===== config.mk =====
export PLATFORM = sky130hd
export DESIGN_NAME = hdlc_rx_controller
export DESIGN_NICKNAME = d
export VERILOG_FILES = /design/src/rtl/hdlc_rx_controller.sv
export SDC_FILE = /design/constraint.sdc
export NUM_CORES = 1
export LEC_CHECK = 0
export ABC_AREA = 1
export ABC_CLOCK_PERIOD_IN_PS = 3400
export BUFFER_PORTS_ARGS = -buffer_cell sky130_fd_sc_hd__buf_2
export CORE_MARGIN = 3
export CORE_UTILIZATION = 58
export DETAILED_ROUTE_END_ITERATION = 16
export GPL_TIMING_DRIVEN = 1
export PLACE_DENSITY = 0.89
export SLEW_MARGIN = 10
export SYNTH_ARGS = -nofsm -noshare
export SYNTH_HDL_FRONTEND = slang
export SYNTH_SLANG_ARGS = --single-unit

===== constraint.sdc =====
create_clock -name Clk -period 3.4 [get_ports Clk]
set_input_delay 0.68 -clock Clk [delete_from_list [all_inputs] [get_ports Clk]]
set_output_delay 0.68 -clock Clk [all_outputs]
set_load 0.01 [all_outputs]

===== src/rtl/hdlc_rx_controller.sv =====
// HDLC receive frame controller: tracks frame boundaries, drives buffer writes and FCS
// handshakes, and holds good frames until the host reads or drops them.
module hdlc_rx_controller #(
   parameter int MAX_BYTES = 128,
   parameter int CW        = $clog2(MAX_BYTES + 1)
) (
   input  logic          Clk,
   input  logic          Rst,
   input  logic          RxEnable,
   input  logic          FlagDetect,
   input  logic          AbortDetect,
   input  logic          NewByte,
   input  logic          PartialByte,
   input  logic          FCSDone,
   input  logic          FCSerr,
   input  logic          ReadDone,
   input  logic          DropFrame,
   output logic          ValidFrame,
   output logic          WrBuff,
   output logic          StartFCS,
   output logic          EndFCS,
   output logic          EoF,
   output logic          Ready,
   output logic [CW-1:0] FrameSize,
   output logic          FrameError,
   output logic          Overflow,
   output logic          AbortSignal
);

   typedef enum logic [2:0] {
      IDLE  = 3'd0,
      OPEN  = 3'd1,
      RECV  = 3'd2,
      CHECK = 3'd3,
      HOLD  = 3'd4
   } state_t;

   localparam logic [CW-1:0] MAX_CNT = CW'(MAX_BYTES);
   localparam logic [CW-1:0] MIN_CNT = CW'(3);

   state_t        state_r, state_s;
   logic [CW-1:0] byte_count_r, byte_count_s;
   logic [CW-1:0] frame_size_r, frame_size_s;
   logic          valid_frame_r, valid_frame_s;
   logic          wr_buff_r, wr_buff_s;
   logic          start_fcs_r, start_fcs_s;
   logic          end_fcs_r, end_fcs_s;
   logic          eof_r, eof_s;
   logic          ready_r, ready_s;
   logic          frame_error_r, frame_error_s;
   logic          overflow_r, overflow_s;
   logic          abort_r, abort_s;
   logic          short_s;

   // Closing flag on a frame too short for an FCS or with leftover bits is a bad frame.
   assign short_s = (byte_count_r < MIN_CNT) || PartialByte;

   // State register
   always_ff @(posedge Clk) begin
      if (Rst) begin
         state_r <= IDLE;
      end else begin
         state_r <= state_s;
      end
   end

   // Next-state logic; in RECV abort beats flag beats data
   always_comb begin
      state_s = state_r;
      case (state_r)
         IDLE: begin
            if (FlagDetect && RxEnable) state_s = OPEN;
            else                        state_s = IDLE;
         end
         OPEN: begin
            if (!RxEnable)                      state_s = IDLE;
            else if (FlagDetect || AbortDetect) state_s = OPEN;
            else if (NewByte)                   state_s = RECV;
            else                                state_s = OPEN;
         end
         RECV: begin
            if (!RxEnable)       state_s = IDLE;
            else if (AbortDetect) state_s = IDLE;
            else if (FlagDetect) begin
               if (short_s) state_s = OPEN;
               else         state_s = CHECK;
            end else              state_s = RECV;
         end
         CHECK: begin
            if (FCSDone) begin
               if (FCSerr || overflow_r) state_s = OPEN;
               else                      state_s = HOLD;
            end else begin
               state_s = CHECK;
            end
         end
         HOLD: begin
            if (ReadDone || DropFrame) state_s = IDLE;
            else                       state_s = HOLD;
         end
         default: state_s = IDLE;
      endcase
   end

   // Output logic: next values of the registered outputs and byte counter
   always_comb begin
      byte_count_s  = byte_count_r;
      frame_size_s  = frame_size_r;
      ready_s       = ready_r;
      frame_error_s = frame_error_r;
      overflow_s    = overflow_r;
      abort_s       = abort_r;
      wr_buff_s     = 1'b0;
      start_fcs_s   = 1'b0;
      end_fcs_s     = 1'b0;
      eof_s         = 1'b0;
      valid_frame_s = (state_s == RECV);
      case (state_r)
         OPEN: begin
            if (state_s == RECV) begin
               byte_count_s  = CW'(1);
               wr_buff_s     = 1'b1;
               start_fcs_s   = 1'b1;
               frame_error_s = 1'b0;
               overflow_s    = 1'b0;
               abort_s       = 1'b0;
            end else begin
               byte_count_s  = byte_count_r;
            end
         end
         RECV: begin
            if (!RxEnable) begin
               eof_s = 1'b0;
            end else if (AbortDetect) begin
               abort_s = 1'b1;
               eof_s   = 1'b1;
            end else if (FlagDetect) begin
               if (short_s) begin
                  frame_error_s = 1'b1;
                  eof_s         = 1'b1;
               end else begin
                  end_fcs_s     = 1'b1;
               end
            end else if (NewByte) begin
               if (byte_count_r < MAX_CNT) begin
                  byte_count_s = byte_count_r + CW'(1);
                  wr_buff_s    = 1'b1;
               end else begin
                  overflow_s   = 1'b1;
               end
            end else begin
               eof_s = 1'b0;
            end
         end
         CHECK: begin
            if (FCSDone) begin
               eof_s = 1'b1;
               if (FCSerr) begin
                  frame_error_s = 1'b1;
               end else if (overflow_r) begin
                  ready_s       = 1'b0;
               end else begin
                  ready_s       = 1'b1;
                  frame_size_s  = byte_count_r - CW'(2);
               end
            end else begin
               eof_s = 1'b0;
            end
         end
         HOLD: begin
            if (ReadDone || DropFrame) begin
               ready_s      = 1'b0;
               frame_size_s = '0;
            end else begin
               ready_s      = 1'b1;
            end
         end
         default: begin
            eof_s = 1'b0;
         end
      endcase
   end

   // Output and counter registers
   always_ff @(posedge Clk) begin
      if (Rst) begin
         byte_count_r  <= '0;
         frame_size_r  <= '0;
         valid_frame_r <= 1'b0;
         wr_buff_r     <= 1'b0;
         start_fcs_r   <= 1'b0;
         end_fcs_r     <= 1'b0;
         eof_r         <= 1'b0;
         ready_r       <= 1'b0;
         frame_error_r <= 1'b0;
         overflow_r    <= 1'b0;
         abort_r       <= 1'b0;
      end else begin
         byte_count_r  <= byte_count_s;
         frame_size_r  <= frame_size_s;
         valid_frame_r <= valid_frame_s;
         wr_buff_r     <= wr_buff_s;
         start_fcs_r   <= start_fcs_s;
         end_fcs_r     <= end_fcs_s;
         eof_r         <= eof_s;
         ready_r       <= ready_s;
         frame_error_r <= frame_error_s;
         overflow_r    <= overflow_s;
         abort_r       <= abort_s;
      end
   end

   assign ValidFrame  = valid_frame_r;
   assign WrBuff      = wr_buff_r;
   assign StartFCS    = start_fcs_r;
   assign EndFCS      = end_fcs_r;
   assign EoF         = eof_r;
   assign Ready       = ready_r;
   assign FrameSize   = frame_size_r;
   assign FrameError  = frame_error_r;
   assign Overflow    = overflow_r;
   assign AbortSignal = abort_r;

endmodule


# Word-level counts from Yosys, hierarchy flattened
# Index checks and enable logic that the tools add are counted.
# totals
ff_bits	28
inputBits	11
out_inout_bits	17
word_cells	117
# op_classes
addsub	2
magnitude_cmp	2
n_eq_ne	20
muxes	60
bitwise	4
reduce_logical	17
# ops
op	count
$mux 8	10
$pmux 8 s2	2
$mux 1	31
$ne 2x2->1 const B	15
$mux 3	6
$pmux 3 s5	1
$reduce_and 7->1	2
$pmux 1 s2	5
$eq 3x2->1 const B	3
$add 8x1->8 const B	1
$lt 8x2->1 const B	1
$lt 8x8->1 const B	1
$mux 2	4
$reduce_and 8->1	1
$sub 8x2->8 const B	1
$reduce_and 5->1	1
$reduce_or 5->1	1
$logic_or 1x1->1	4
$not 1->1	4
$reduce_and 4->1	1
$reduce_bool 2->1	2
$eq 3x1->1 const B	1
$eq 3x3->1 const B	1
$logic_not 3->1	1
other kinds (5)	5

# Logic depth before layout (Yosys ltp)
# Gate-level depths: netlist of run 1.
# depth
depth_word	10
depth_mapped	11
ltp_nobuf	11

# Least setup slack after synthesis of run 1
# OpenSTA, ideal clock, no wires.
# synth_path
path_kind	input-to-reg
start	input port AbortDetect
end	register byte_count_r[5]
setup_ps	120
t_arrival_ps	1469
t_required_ps	3280
setup_slack_ps	1811
stages	8
n_path_buf	0
cell_sequence	inv_1 nand4_1 inv_1 o21ai_4 inv_2 nand2_1 o21ai_1 a21oi_1
# synth_between
elab_chain_cells	7
elab_cells_between_ends	10
classes_between	3 x eq/ne; 5 x mux; 2 x reduce/logical
# synth_lines
item	line_no	text
start: declaration	11	input logic AbortDetect,
$logic_or 1x1->1	77	else if (FlagDetect || AbortDetect) state_s = OPEN;
$mux 2	77	
$mux 2	76	if (!RxEnable) state_s = IDLE;
$pmux 3 s5	70	case (state_r)
$eq 3x2->1	120	if (state_s == RECV) begin
$ne 2x2->1 (no line)	--	
$reduce_and 7->1 (no line) (*)	--	
end signal: assignment	199	byte_count_r <= byte_count_s;
end: declaration	42	logic [CW-1:0] byte_count_r, byte_count_s;
# Every way passes the cells marked *; elsewhere a longest branch is shown, timed or not.
# A chain may end at the register's enable or synchronous reset.

# Worst setup path in the final report of run 1
# layout_path
start	register byte_count_r[0]
end	register abort_r, in the netlist AbortSignal
# layout_between
elab_chain_cells	10
# layout_lines
item	line_no	text
$lt 8x2->1	56	assign short_s = (byte_count_r < MIN_CNT) || PartialByte;
$logic_or 1x1->1	56	
$mux 2	85	if (short_s) state_s = OPEN;
$mux 3	84	else if (FlagDetect) begin
$mux 3	83	else if (AbortDetect) state_s = IDLE;
$mux 3	82	if (!RxEnable) state_s = IDLE;
$pmux 3 s5	70	
$eq 3x2->1	120	
$ne 2x2->1 (no line)	--	
$reduce_and 4->1 (no line)	--	
end signal: assignment	209	abort_r <= abort_s;
end: declaration	52	logic abort_r, abort_s;
# Every way passes these cells.

==> impl_metrics.json, run 1 <==
{
  "totalNegativeSetupSlack_ns": 0,
  "grt_pass1_vias": 1234,
  "clk_pin_slew_ns": 0.14,
  "antenna_left": 0,
  "pre_cts_slack_ns": 1.54,
  "first_iter_violations": 51,
  "cp_max_fo": 6,
  "syn-num-nets": 214,
  "die_x_um": 55.4,
  "routedWlPerCell_um": 11.9,
  "cts_resized": 0,
  "syn_avg_cell_area_um2": 7.09,
  "setup_viol": 0,
  "synth.distinct_cells": 26,
  "power_density_nw_per_um2": 314,
  "max_freq_mhz": 585,
  "cts_hold_buf": 0,
  "r2r_start": "byte_count_r[0]$_SDFFE_PP0P_",
  "grt_pass1_wl_um": 5300,
  "n_antenna_cell": 0,
  "maxCapViolCount": 0,
  "synth_edf_count": 0,
  "layout_common_cells": "nand2_1, dfxtp_1, inv_1, buf_2",
  "final_common_cell": "nand2_1",
  "slowest_stage": "dfxtp_1",
  "min-delay-start": "FrameError$_SDFFE_PP0P_",
  "hp-class": "register to register",
  "grt_setup_unrepaired": "false",
  "muxShareOfSynthArea_pct": 0,
  "critical_path_class": "register to register",
  "r2r_cells": 11,
  "crit_chain": "ha_1 > inv_1 > nand2_1 > o21ai_1 > nand2_1 > nand2_1 > nand2_2 > nand2_2 > nand2_2 > nand3_1 > a21oi_1",
  "synth-simple-area-share_pct": 33.5,
  "cts_tree": "yes",
  "synthAdderAreaFrac_pct": 2.65,
  "synth_area_um2": 1420,
  "leakage_nw": 0.721,
  "max-vdd-ir-drop_mv": 0.209,
  "gp_congestion": 0.900,
  "synth_warnings": 0,
  "vias": 1338,
  "hold_viol": 0,
  "synth_flop_cell": "dfxtp_1",
  "die_h_um": 55.4,
  "synth_top_family_by_area": "simple AND/OR/NAND/NOR gates",
  "drt-vias-per-instance": 5.23,
  "antenna_found_initial": 0,
  "grt_usage_pct": 21.2,
  "whs_path_depth": 2,
  "port_buffers": 27,
  "ys_seq_area_share_pct": 39.5,
  "worstMarginPinSlew_ns": 0.359,
  "cp-startpoint": "byte_count_r[0]$_SDFFE_PP0P_",
  "status": "finished, final reports clean",
  "setup_slack_ns": 1.69,
  "cp_data_arrival_time_ns": 1.94,
  "numCtsBuffers": 3,
  "cts_root_buf": "clkbuf_4",
  "hpwlAfterDp_um": 2420,
  "reg2reg_to": "AbortSignal$_SDFFE_PP0P_",
  "dr.pass1.iters": 4,
  "grt_overflow": 0,
  "rows": 17,
  "cts.sinks": 28,
  "drive_gt1_share_pct": 21.9,
  "remaining_drc_errors": 0,
  "async_flop_share_pct": 0,
  "cp.required_ns": 3.63,
  "cts_max_path_buffers": 2,
  "synth_compound_area_share_pct": 15.1,
  "io_pins": 28,
  "clk_latency_ns": 0.32,
  "rrSetupSlack_ns": 1.69,
  "synthesis.instances": 200,
  "dieArea_um2": 3070,
  "initial_core_util_pct": 62.3,
  "worst_hold_path.endpoint": "FrameError$_SDFFE_PP0P_",
  "nets": 244,
  "endpoint_kind": "register",
  "htree_num_levels": 1,
  "relSlewSlack_pct": 76.1,
  "post-route-period-util_pct": 50.3,
  "whs_ns": 0.466,
  "setup.worst_path.start_class": "register",
  "grt_max_degree": 20,
  "cts_setup_buffers": 0,
  "core_um2": 2280,
  "wirelength_um": 3030,
  "synth-xor-area-share_pct": 0,
  "min_period_ns": 1.71,
  "finClkSkew_ns": 0.00879,
  "cpPeakStageDelay_ns": 0.40,
  "ys_ff_latch": 28,
  "slew_violations": 0,
  "syn_to_final_growth_pct": 13.1
}
==> critical path, delay by kind of cell, from the launching register on <==
kind            cells  cell delay (ns)
simple gates        7             0.60
flops               1             0.40
compound gates      2             0.28
fa+ha+maj           1             0.25
buf+inv             1             0.09
==> per-layer routing <==
metal | GRT usage, % | wire, um | part of all wire, % | vias up
met1 | 28.5 | 1480 | 49 | 577
li1 | - | - | - | 713
met5 | 0 | 0 | 0 | -
met3 | 3.04 | 175 | 5.8 | 5
met4 | 8.68 | 46 | 1.5 | 0
met2 | 33.8 | 1330 | 44 | 43
==> report_power, final <==
| group | switching [mW] | internal, mW |
|---|---|---|
| Sequential | 0.00233 | 0.331 |
| Clock | 0.0903 | 0.0416 |
| Combinational | 0.0246 | 0.0133 |
==> state kept, by name, indices dropped and copies added (netlist names) <==
register and count:
Overflow 1, ValidFrame 1, StartFCS 1, FrameSize 8, state_r 3, AbortSignal 1, FrameError 1, EndFCS 1
WrBuff 1, EoF 1, byte_count_r 8, Ready 1
==> worst max-delay path by stage <==
| stage | endpoint | slack (ns) | depth (start not counted) |
|---|---|---|---|
| CTS | AbortSignal$_SDFFE_PP0P_ | 1.71 | 11 |
| floorplan | byte_count_r[5]$_SDFFE_PP0P_ | 1.81 | 8 |
| detailed placement | byte_count_r[5]$_SDFFE_PP0P_ | 1.54 | 9 |
| global placement | byte_count_r[5]$_SDFFE_PP0P_ | 1.60 | 9 |
| finish | AbortSignal$_SDFFE_PP0P_ | 1.69 | 11 |
| global route | Overflow$_SDFFE_PP0P_ | 1.51 | 11 |
==> synth_stat cells (2+ instances only) <==
library cell	count	share of area [%]
a21oi_1	22	7.8
a31oi_1	4	1.8
clkbuf_1	2	0.53
dfxtp_1	28	40
ha_1	3	2.6
inv_1	28	7.4
inv_2	3	0.79
nand2_1	34	9.0
nand2_2	4	1.8
nand3_1	10	3.5
nand4_1	4	1.8
nor2_1	22	5.8
nor2_2	6	2.6
nor3_1	12	4.2
nor4_1	2	0.88
o21ai_0	5	1.8
o21ai_1	2	0.71
==> area by class of cell <==
type / instances / area, um^2
inverter: 32 / 123
multi-input combinational: 138 / 727
tap: 28 / 35.0
timing repair buffer: 27 / 135
fill: 186 / 673
sequential: 28 / 561
clock buffer: 3 / 22.5
==> logic make-up (layout without fill, tap and decap cells) <==
kind of cell             Yosys count  in the layout
adder cells (fa/ha/maj)            3              3
AO/OA/AOI/OAI                     37             37
buffers and inverters             34             62
flip-flops                        28             28
AND/OR/NAND/NOR                   98             98
==> per-stage QoR <==
stage	total power [mW]	util, %	std cells	area [um^2]
after floorplan	0.364	-	200	1420
after global placement	0.378	69.4	253	1580
after detailed placement	0.379	69.4	253	1580
after CTS	0.509	70.4	256	1600
after global routing	0.527	70.4	256	1600
final	0.504	70.4	256	1600
No activity file was read; power rests on OpenSTA's default activity.
==> run 2: changes to the inputs <==
ABC_CLOCK_PERIOD_IN_PS = 1700   (was 3400)
CORE_UTILIZATION = 54   (was 58)
PLACE_DENSITY = 0.84   (was 0.89)
clock period = 1.7 ns   (was 3.4 ns; I/O delays follow)
==> run 2 against run 1 <==
Against the previous run: cell count is 0.78% higher; clock-buffer cell count is 1 higher; largest power group unchanged; clock power is 140% higher; highest routed layer unchanged; critical endpoint is now FrameError$_SDFFE_PP0P_; via count is 4.0% higher.
==> impl_metrics.json, run 2 (synthesized netlist as in run 1, its figures left out) <==
{
  "die_h_um": 57.2,
  "die_x_um": 57.2,
  "maxCapViolCount": 0,
  "internal_power_mw": 0.820,
  "cts_max_path_buffers": 2,
  "cp_max_fo": 6,
  "pre_cts_slack_ns": 0.0976,
  "port_buffers": 27,
  "cpPeakStageDelay_ns": 0.49,
  "power_density_nw_per_um2": 647,
  "cp_num_buf_inv": 1,
  "grt.met1_usage_pct": 29.3,
  "power_frac_seq_pct": 63.1,
  "use_met2_pct": 30.3,
  "setup_viol": 0,
  "cts_root_buf": "clkbuf_4",
  "remaining_drc_errors": 0,
  "grt_pass1_vias": 1194,
  "layout_common_cells": "nand2_1, inv_1, buf_2, dfxtp_1",
  "hpwlAfterDp_um": 2440,
  "setup_slack_ns": 0.140,
  "dr.pass1.iters": 4,
  "grt_overflow": 0,
  "n_antenna_cell": 0,
  "max_freq_mhz": 641,
  "min_period_ns": 1.56,
  "leakage_nw": 0.736,
  "routedWlPerCell_um": 11.9,
  "crit_family": "simple AND/OR/NAND/NOR gates",
  "cts_tree": "yes",
  "cp.required_ns": 1.96,
  "gp_congestion": 0.884,
  "power_frac_comb_pct": 7.2,
  "syn_to_final_growth_pct": 15.4,
  "grt_usage_pct": 19.5,
  "cts_hold_buf": 0,
  "antenna_found_initial": 0,
  "grt_max_degree": 20,
  "rows": 17,
  "dieArea_um2": 3280,
  "setup.worst_path.start_class": "register",
  "wirelength_um": 3070,
  "crit_chain": "nor2_2 > nand2_1 > inv_1 > nand2_1 > nand4_1 > a21oi_1 > nand3_1 > a21oi_1",
  "slew_violations": 0,
  "vias": 1391,
  "final_common_cell": "nand2_1",
  "drive_gt1_share_pct": 24.3,
  "critical_path_class": "register to register",
  "utilization_pct": 69.9,
  "met3_usage_pct": 3.39,
  "first_iter_violations": 48,
  "cp_data_arrival_time_ns": 1.82,
  "switching_share_pct": 22.5,
  "htree_num_levels": 1,
  "post-route-period-util_pct": 91.8,
  "clk_pin_slew_ns": 0.14,
  "clk_latency_ns": 0.31,
  "finClkSkew_ns": 0.00261,
  "hold_viol": 0,
  "nets": 245,
  "relSlewSlack_pct": 75.8,
  "grt_pass1_wl_um": 5260,
  "numCtsBuffers": 3,
  "cts.sinks": 28,
  "initial_core_util_pct": 60.6,
  "global_route.peak_usage_layer": "met2",
  "max-vdd-ir-drop_mv": 0.521,
  "core_um2": 2340,
  "status": "finished, final reports clean",
  "worstMarginPinSlew_ns": 0.363,
  "endpoint_kind": "register",
  "io_pins": 28,
  "p_clk_share_pct": 29.6,
  "switching_power_mw": 0.238,
  "drt-vias-per-instance": 5.39,
  "hp-class": "input pin to register",
  "slowest_stage": "dfxtp_1",
  "antenna_left": 0
}
## run 2: cell count changes in the layout (fill, tap and decap cells not counted), sizes merged
| cell | previous run | this run |
|---|---|---|
| buf | 27 | 28 |
| clkbuf | 3 | 4 |
## run 2: timing repair
action	in CTS	in global routing
setup endpoints to repair	0	10
setup buffers	0	0
gates resized for setup	0	4
## run 2: final timing paths
kind / from / endpoint / slack, ns / depth (start not counted)
worst max-delay path: state_r[2]$_SDFF_PP0_ / FrameError$_SDFFE_PP0P_ / 0.14 / 8
worst min-delay path: PartialByte / EndFCS$_SDFF_PP0_ / 0.27 / 4
worst min register to register: FrameError$_SDFFE_PP0P_ / FrameError$_SDFFE_PP0P_ / 0.46 / 2
worst max register to register: state_r[2]$_SDFF_PP0_ / FrameError$_SDFFE_PP0P_ / 0.14 / 8
## run 2: power by group through the flow
| stage | sequential (mW) | clock, mW | combinational (mW) |
|---|---|---|---|
| 6_report | 0.668 | 0.314 | 0.0765 |
| 3_3_place_gp | 0.681 | 0 | 0.0744 |
| 4_1_cts | 0.668 | 0.324 | 0.0755 |
| 5_1_grt | 0.669 | 0.347 | 0.0869 |
| 2_1_floorplan | 0.684 | 0 | 0.0448 |
| 3_5_place_dp | 0.682 | 0 | 0.0752 |
## run 2: layer usage
metal,wire [um],part of all wire (%)
met2,1340,44
met4,17,0.55
met5,0,0
met1,1480,48
met3,233,7.6
## run 2: area by class of cell
class | count | area [um^2]
clock buffer | 4 | 36.3
tap | 28 | 35.0
multi-input combinational | 138 | 736
timing repair buffer | 28 | 143
inverter | 32 | 123
sequential | 28 | 563
fill | 205 | 704
## run 2: worst register-to-register path, cell delays in order, from the launching register on
cell and delay, ns:
dfxtp_1 0.49, nor2_2 0.09, nand2_1 0.18, inv_1 0.16, nand2_1 0.13, nand4_1 0.11
a21oi_1 0.13, nand3_1 0.10, a21oi_1 0.12
## run 2: through the flow
| stage | setup TNS, ns | total power [mW] | std cells | area [um^2] | hold slack (ns) |
|---|---|---|---|---|---|
| after floorplan | 0 | 0.728 | 200 | 1420 | 0.474 |
| after global placement | 0 | 0.756 | 254 | 1590 | 0.442 |
| after detailed placement | 0 | 0.757 | 254 | 1590 | 0.443 |
| after CTS | 0 | 1.07 | 258 | 1620 | 0.277 |
| after global routing | -0.000793 | 1.10 | 258 | 1640 | 0.269 |
| final | 0 | 1.06 | 258 | 1640 | 0.270 |
==> run 3: changes to the inputs <==
ABC_CLOCK_PERIOD_IN_PS = 1550   (was 1700)
clock period = 1.55 ns   (was 1.7 ns; I/O delays follow)
==> run 3 against run 2 <==
Against the previous run: global-route usage rose by 1.4 points; critical path depth rose by 1; first-iteration DRC count increased by 85%; cell area grew 6.5%; cell count up 3.5%; sequential share of layout area shrank 1.7 points; combinational power rose by 25%; clock skew increased by 0.0010 ns; wire length is 10% higher; non-clock buffer count grew 9.
==> impl_metrics.json, run 3 (synthesized netlist as in run 1, its figures left out) <==
{
  "status": "finished, final reports clean",
  "first_iter_violations": 89,
  "vias": 1448,
  "min_period_ns": 1.51,
  "grt_pass1_wl_um": 5450,
  "reg2reg_to": "byte_count_r[5]$_SDFFE_PP0P_",
  "endpoint_kind": "register",
  "die_h_um": 57.2,
  "relSlewSlack_pct": 81.0,
  "critical_path_class": "register to register",
  "io_pins": 28,
  "cts.sinks": 28,
  "worst_hold_path.endpoint": "EoF$_SDFF_PP0_",
  "rows": 17,
  "htree_num_levels": 1,
  "cp_num_buf_inv": 2,
  "cts_hold_buf": 0,
  "gp_congestion": 0.950,
  "total_power_mw": 1.19,
  "whs_path_depth": 3,
  "antenna_found_initial": 0,
  "syn_to_final_growth_pct": 22.9,
  "hp-class": "input pin to register",
  "setup_slack_ns": 0.0415,
  "port_buffers": 27,
  "setup_viol": 0,
  "core_um2": 2340,
  "grt_pass1_vias": 1212,
  "slew_violations": 0,
  "n_antenna_cell": 0,
  "routedWlPerCell_um": 12.7,
  "grt_usage_pct": 20.9,
  "numCtsBuffers": 3,
  "layout_common_cells": "nand2_1, inv_1, buf_2, dfxtp_1, a21oi_1",
  "power_density_nw_per_um2": 681,
  "cts_root_buf": "clkbuf_4",
  "rrSetupSlack_ns": 0.04,
  "r2r_start": "state_r[1]$_SDFF_PP0_",
  "dieArea_um2": 3280,
  "r2r_cells": 9,
  "initial_core_util_pct": 60.6,
  "slowest_stage": "dfxtp_4",
  "antenna_left": 0,
  "setup.worst_path.start_class": "register",
  "die_x_um": 57.2,
  "drt-vias-per-instance": 5.42,
  "grt_overflow": 0,
  "dr.pass1.iters": 4,
  "remaining_drc_errors": 0,
  "wirelength_um": 3390,
  "stdcell_count": 267,
  "drive_gt1_share_pct": 31.4,
  "crit_chain": "inv_1 > nor2_2 > nand2_1 > nor2_2 > o21ai_4 > inv_2 > nand2_1 > o21ai_1 > a21oi_1",
  "grt_setup_unrepaired": "true",
  "placed_cells": 262,
  "max-vdd-ir-drop_mv": 0.655,
  "cp.required_ns": 1.79,
  "clk_pin_slew_ns": 0.15,
  "clk_latency_ns": 0.33,
  "crit_family": "simple AND/OR/NAND/NOR gates",
  "min-delay-start": "FCSDone",
  "hpwlAfterDp_um": 2470,
  "pre_cts_slack_ns": -0.0108,
  "n_fill_cell": 195,
  "final_common_cell": "nand2_1",
  "nets": 254,
  "cp_max_fo": 8,
  "totalNegativeSetupSlack_ns": 0,
  "cts_tree": "yes",
  "cp_data_arrival_time_ns": 1.75,
  "max_freq_mhz": 663,
  "hold_viol": 0,
  "leakage_nw": 0.782,
  "cpPeakStageDelay_ns": 0.40,
  "worstMarginPinSlew_ns": 0.283,
  "maxCapViolCount": 0,
  "grt_max_degree": 19,
  "post-route-period-util_pct": 97.3,
  "cts_max_path_buffers": 2,
  "finClkSkew_ns": 0.00365
}
-- run 3: cell count changes in the layout (fill, tap and decap cells not counted) --
cell,previous run,this run
buf_4,1,10
nor2_1,22,19
dfxtp_1,26,24
dfxtp_4,0,2
nand2_1,34,32
nand2_2,4,6
nor2_4,1,3
ha_1,3,2
ha_2,0,1
inv_1,28,27
inv_2,3,4
nor2_2,6,7
nor4_1,2,1
nor4_2,0,1
-- run 3: worst max-delay path by stage --
stage                                            start  cells after the start                           end  slack (ns)
final                            state_r[1]$_SDFF_PP0_                      9  byte_count_r[5]$_SDFFE_PP0P_        0.04
after global routing             state_r[1]$_SDFF_PP0_                      9  byte_count_r[5]$_SDFFE_PP0P_       -0.04
after CTS                 byte_count_r[1]$_SDFFE_PP0P_                     11         Overflow$_SDFFE_PP0P_        0.02
after detailed placement  byte_count_r[1]$_SDFFE_PP0P_                     11         Overflow$_SDFFE_PP0P_       -0.01
after global placement    byte_count_r[1]$_SDFFE_PP0P_                     11       FrameError$_SDFFE_PP0P_      -0.007
after floorplan           byte_count_r[0]$_SDFFE_PP0P_                     11         Overflow$_SDFFE_PP0P_        0.14
-- run 3: tightest hold or removal path, stage by stage --
cell and delay, ns:
buf_2 0.12, nand2_1 0.06, a21oi_1 0.05
-- run 3: layout make-up --
type	count	area, um^2	area share [%]
clock buffer	4	36.3	2.08
inverter	32	123	7.04
multi-input combinational	138	767	44.0
sequential	28	571	32.8
tap	28	35.0	2.01
timing repair buffer	37	210	12.1
-- run 3: per-layer routing --
layer	share of wire, %	routed length, um	vias to the layer above	track usage, %
met1	46	1570	636	31.0
met2	45	1510	69	31.3
li1	-	-	739	-
met5	0	0	-	0
met3	8.6	290	4	3.85
met4	0.53	18	0	4.97
-- run 3: metrics by stage --
step	cell area (um^2)	hold WS (ns)	utilization (%)
2_1_floorplan	1420	0.456	-
3_3_place_gp	1650	0.441	70.4
3_5_place_dp	1650	0.439	70.4
4_1_cts	1700	0.238	72.5
5_1_grt	1740	0.251	74.4
6_report	1740	0.248	74.4
-- run 3: repair_timing --
item / in CTS / in global routing
setup endpoints to repair: 3 / 18
pin swaps: 1 / 5
setup buffers: 1 / 0
gates resized for setup: 1 / 17
hold endpoints to repair: 0 / 0
-- run 3: power by group --
part / internal (mW) / switching [mW]
registers: 0.724 / 0.00576
clock network: 0.144 / 0.216
logic: 0.0359 / 0.0600
